===== src/rtl/branch_predictor_gshare.sv =====
// Gshare/bimodal branch direction predictor: saturating-counter table swept to
// weakly-not-taken after reset, zero-latency lookup, execute-side training and GHR repair.
module branch_predictor_gshare #(
   parameter int INDEX_WIDTH = 8,
   parameter int CTR_WIDTH   = 2,
   parameter int GHR_WIDTH   = 8,
   parameter int MODE        = 1
) (
   input  logic                 clk,
   input  logic                 rst_n,
   output logic                 o_ready,
   input  logic                 i_req_valid,
   input  logic [31:0]          i_req_pc,
   output logic                 o_req_prediction,
   output logic [GHR_WIDTH-1:0] o_req_ghr,
   input  logic                 i_fb_valid,
   input  logic [31:0]          i_fb_pc,
   input  logic [GHR_WIDTH-1:0] i_fb_ghr,
   input  logic                 i_fb_prediction,
   input  logic                 i_fb_outcome,
   output logic [31:0]          o_fb_count,
   output logic [31:0]          o_mispredict_count
);
   localparam int ENTRIES = 1 << INDEX_WIDTH;
   localparam logic [CTR_WIDTH-1:0] CTR_MAX = '1;
   localparam logic [CTR_WIDTH-1:0] CTR_WNT = CTR_MAX >> 1;

   typedef enum logic {INIT, RUN} state_t;

   state_t                 state;
   logic [INDEX_WIDTH-1:0] ptr;
   logic [GHR_WIDTH-1:0]   ghr;
   logic [CTR_WIDTH-1:0]   ctr_tbl [ENTRIES];

   logic [INDEX_WIDTH-1:0] req_idx, fb_idx;
   logic [CTR_WIDTH-1:0]   req_ctr, fb_cur, fb_next;
   logic                   fb_acc, mispredict;
   logic                   unused_pc_bits;

   function automatic logic [INDEX_WIDTH-1:0] idx(input logic [31:0] pc,
                                                  input logic [GHR_WIDTH-1:0] h);
      if (MODE != 0) return pc[INDEX_WIDTH+1:2] ^ INDEX_WIDTH'(h);
      return pc[INDEX_WIDTH+1:2];
   endfunction

   // Append one outcome bit; the {h, b} form also covers GHR_WIDTH = 1.
   function automatic logic [GHR_WIDTH-1:0] shift_in(input logic [GHR_WIDTH-1:0] h,
                                                      input logic b);
      logic [GHR_WIDTH:0] t;
      t = {h, b};
      return t[GHR_WIDTH-1:0];
   endfunction

   assign unused_pc_bits = ^{i_req_pc[31:INDEX_WIDTH+2], i_req_pc[1:0],
                             i_fb_pc[31:INDEX_WIDTH+2], i_fb_pc[1:0]};

   assign req_idx          = idx(i_req_pc, ghr);
   assign fb_idx           = idx(i_fb_pc, i_fb_ghr);
   assign req_ctr          = ctr_tbl[req_idx];
   assign o_req_prediction = (state == RUN) && req_ctr[CTR_WIDTH-1];
   assign o_req_ghr        = ghr;
   assign fb_acc           = (state == RUN) && i_fb_valid;
   assign mispredict       = fb_acc && (i_fb_prediction != i_fb_outcome);

   always_comb begin
      fb_cur  = ctr_tbl[fb_idx];
      fb_next = fb_cur;
      if (i_fb_outcome) begin
         if (fb_cur != CTR_MAX) fb_next = fb_cur + 1'b1;
      end else if (fb_cur != '0) begin
         fb_next = fb_cur - 1'b1;
      end
   end

   // Table is plain storage: the INIT sweep, not reset, gives it defined contents.
   always_ff @(posedge clk) begin
      if (state == INIT)  ctr_tbl[ptr]    <= CTR_WNT;
      else if (fb_acc)    ctr_tbl[fb_idx] <= fb_next;
   end

   always_ff @(posedge clk or negedge rst_n) begin
      if (!rst_n) begin
         state              <= INIT;
         ptr                <= '0;
         ghr                <= '0;
         o_ready            <= 1'b0;
         o_fb_count         <= '0;
         o_mispredict_count <= '0;
      end else begin
         case (state)
            INIT: begin
               ptr <= ptr + 1'b1;
               if (ptr == '1) begin
                  state   <= RUN;
                  o_ready <= 1'b1;
               end
            end
            RUN: begin
               if (fb_acc)     o_fb_count         <= o_fb_count + 32'd1;
               if (mispredict) o_mispredict_count <= o_mispredict_count + 32'd1;
               // A same-cycle request is wrong-path when the repair fires.
               if (mispredict)       ghr <= shift_in(i_fb_ghr, i_fb_outcome);
               else if (i_req_valid) ghr <= shift_in(ghr, o_req_prediction);
            end
            default: state <= INIT;
         endcase
      end
   end
endmodule

===== config.mk =====
export PLATFORM = sky130hd
export DESIGN_NAME = branch_predictor_gshare
export DESIGN_NICKNAME = d
export VERILOG_FILES = /design/src/rtl/branch_predictor_gshare.sv
export SDC_FILE = /design/constraint.sdc
export NUM_CORES = 1
export LEC_CHECK = 0
export CORE_MARGIN = 2
export CORE_UTILIZATION = 30
export CTS_CLUSTER_DIAMETER = 100
export DETAILED_ROUTE_END_ITERATION = 6
export GPL_TIMING_DRIVEN = 0
export HOLD_SLACK_MARGIN = 0.03
export REMOVE_ABC_BUFFERS = 1
export SLEW_MARGIN = 25
export SYNTH_ARGS = -nofsm -noshare
export SYNTH_HDL_FRONTEND = slang
export SYNTH_SLANG_ARGS = --single-unit

===== constraint.sdc =====
create_clock -name clk -period 12.56 [get_ports clk]
set_clock_uncertainty 0.15 [all_clocks]
set_input_delay 3.768 -clock clk [delete_from_list [all_inputs] [get_ports clk]]
set_output_delay 3.768 -clock clk [all_outputs]
set_load 0.05 [all_outputs]

==> impl_metrics.json <==
{
  "synth-edff-count": 512,
  "ys_ff_latch": 594,
  "drc": 11,
  "hold_viol": 0,
  "ff2ff_path_depth": 9,
  "cts_sinks": 594,
  "root_buffer": "clkbuf_16",
  "post_cts_buffers": 0,
  "place_inst": 3208,
  "synthAdderAreaFrac_pct": 0.218,
  "path_clk_slew_ns": 0.06,
  "power_mw": 4.54,
  "max_slew.worst_pin.slew_ns": 1.21,
  "synth_flop_cell": "edfxtp_1",
  "combPwrFrac_pct": 9.7,
  "yosysMostFrequentCell": "edfxtp_1",
  "ant_nets": 0,
  "core_area_sq_um": 89600,
  "rrSetupSlack_ns": 8.19,
  "finalNetCount": 2176,
  "synth.distinct_cells": 62,
  "globalplace.congestion": 0.901,
  "status": "finished, violations left",
  "rsz0062_at_grt": "false",
  "grt_pass1_wl_um": 124000,
  "drtIter0Drc": 2526,
  "avgRoutedWirePerCell_um": 25.4,
  "final-max-slew-violation-count": 0,
  "pin_count": 152,
  "yosys.area.top_type": "edfxtp_1",
  "synthesis.instances": 1974,
  "hold_depth": 1,
  "clk-insertion-delay-late_ns": 0.64,
  "area_growth_pct": 22.5,
  "synth-seq-area-share_pct": 64.5,
  "cts_buffers": 61,
  "post_cts_resized": 0,
  "relSlewSlack_pct": 18.6,
  "fin_hold_ws_ns": 0.331,
  "grt_usage_pct": 17.9,
  "synth_top_area_share_pct": 56.9,
  "dr.pass1.iters": 7,
  "vdd_ir_drop_max_uv": 107,
  "finalCritPeriodShare_pct": 97.7,
  "p_leak_nw": 10.7,
  "postSynthAreaPerCell_sq_um": 13.7,
  "critPathKind": "input pin to primary output",
  "synth_top_family_by_area": "multiplexers",
  "synth_area_sq_um": 27000,
  "routed_wl_um": 84300,
  "grt_overflow": 0,
  "final_util_pct": 37.0,
  "synthMuxAreaShare_pct": 13.1,
  "maxCapViolations": 0,
  "synth_compound_area_share_pct": 4.18,
  "num_antenna_cells": 0,
  "dp_hpwl_um": 57100,
  "ys_top_cells_by_count": "edfxtp_1 (512), nor2_1 (317), nand2_1 (302), mux4_2 (139), nand3_1 (105)",
  "violations": "design-rule violations",
  "die_x_um": 304,
  "grt_pass1_vias": 18700,
  "initial_core_util_pct": 30.2,
  "startpoint_type": "input pin",
  "synthSimpleGateAreaFrac_pct": 12.7,
  "fin_crit_ns": 12.27,
  "p_sw_share_pct": 23.2,
  "p_int_mw": 3.48,
  "placement_rows": 110,
  "crit_arrival_ns": 8.36,
  "max_freq_mhz": 81.5,
  "hp-class": "register to register",
  "finalSetupTns_ns": 0,
  "synthTopCellsByArea": "edfxtp_1 (57%), mux4_2 (12%), dfrtp_1 (7.6%)",
  "powerDensity_nw_per_um2": 137,
  "die_y_um": 304,
  "cts_hold_buf": 0,
  "via_count": 18500,
  "setup_viol": 0,
  "cp.required_ns": 8.64,
  "synth-xor-area-share_pct": 3.26,
  "grt_max_degree": 75,
  "cts_htree_levels": 2,
  "dieArea_sq_um": 92500,
  "p_sw_mw": 1.05,
  "cp_max_fo": 12,
  "antenna_found_initial": 0,
  "cts_tree": "built",
  "io_buffer_count": 103,
  "clkPwrFrac_pct": 43.6,
  "via_per_inst": 5.57,
  "async_flop_share_pct": 13.8,
  "synth_warnings": 0,
  "end_kind": "primary output",
  "pwr-share-seq_pct": 46.7,
  "final_cells": 3322,
  "ctsLongestPathBuffers": 3,
  "drive_above_1_share_pct": 17.2
}
-- power groups by stage --
| stage | Clock (mW) | Sequential (mW) | Combinational, mW |
|---|---|---|---|
| 2_1_floorplan | 0 | 2.16 | 0.217 |
| 3_3_place_gp | 0 | 2.16 | 0.392 |
| 3_5_place_dp | 0 | 2.16 | 0.429 |
| 4_1_cts | 2.00 | 2.12 | 0.431 |
| 5_1_grt | 2.08 | 2.12 | 0.454 |
| 6_report | 1.98 | 2.12 | 0.441 |
-- layer usage --
| metal | vias to the layer above | track usage [%] | part of all wire [%] |
|---|---|---|---|
| met1 | 9404 | 23.3 | 38 |
| met5 | - | 0 | 0 |
| met2 | 1142 | 28.4 | 46 |
| met3 | 250 | 4.68 | 11 |
| li1 | 7708 | - | - |
| met4 | 0 | 7.20 | 4.4 |
-- cells in the final DEF (no fill, tap or decap), types with 10 or more instances in the layout --
cell type / count
nand2_1: 285
nand3_1: 105
nor2_1: 304
xnor2_1: 55
mux2i_1: 39
o22ai_1: 10
a32oi_1: 22
nor2_2: 10
clkdlybuf4s50_1: 102
clkbuf_16: 65
buf_6: 13
and3_1: 15
clkinv_2: 15
mux4_2: 139
o21ai_0: 24
bufinv_16: 11
nand2_2: 16
xor2_4: 10
nand4_1: 41
xor2_1: 24
a31oi_1: 12
dfrtp_1: 82
buf_16: 44
a21oi_1: 26
edfxtp_1: 512
-- through the flow --
| stage | cell area (sq um) | setup WS, ns |
|---|---|---|
| 2_1_floorplan | 26500 | -9.23 |
| 4_1_cts | 33100 | 0.462 |
| 6_report | 33100 | 0.287 |
| 3_5_place_dp | 30900 | 0.476 |
| 5_1_grt | 33100 | 0.307 |
| 3_3_place_gp | 29000 | -22.14 |
-- worst max-delay path, stage by stage --
cell	delay [ns]
clkdlybuf4s50_1	0.55
xor2_4	0.24
buf_16	0.25
buf_16	0.17
nor2_1	0.78
nand3_1	0.27
nand4_1	0.18
nand2_1	0.06
a311oi_1	0.65
o221ai_1	0.24
o22ai_1	0.36
nor2_1	0.09
clkdlybuf4s50_1	0.73
-- state kept, by name, summed over array words and instances (netlist names) --
name	count
ctr_tbl	512
o_fb_count	32
o_mispredict_count	32
o_ready	1
o_req_ghr	8
ptr	8
state	1
-- cells by family (layout without fill, tap and decap cells) --
kind of cell    count (synthesis)  count (layout)
fa+ha+maj                       5               5
buf+inv                       121             293
compound gates                159             159
flops                         594             594
simple gates                  816             816
xor+xnor                       99              99
mux                           180             180
-- path summary, 6_finish.rpt --
path,from,end
hold / removal,o_ready,o_ready
max in group asynchronous,rst_n,o_mispredict_count[21]
setup / recovery,i_req_pc[2],o_req_prediction
setup reg to reg,ctr_tbl[104][0],ctr_tbl[58][0]
hold reg to reg,o_ready,o_ready
min in group asynchronous,rst_n,o_fb_count[6]
-- final cells by class --
| type | count | area (sq um) |
|---|---|---|
| Inverter | 8 | 30.0 |
| Clock buffer | 75 | 1720 |
| Timing Repair Buffer | 171 | 2560 |
| Fill cell | 8265 | 56500 |
| Clock inverter | 39 | 487 |
| Sequential cell | 594 | 17400 |
| Tap cell | 1176 | 1470 |
| Multi-Input combinational cell | 1259 | 9420 |
No activity file was read; power rests on OpenSTA's default activity.
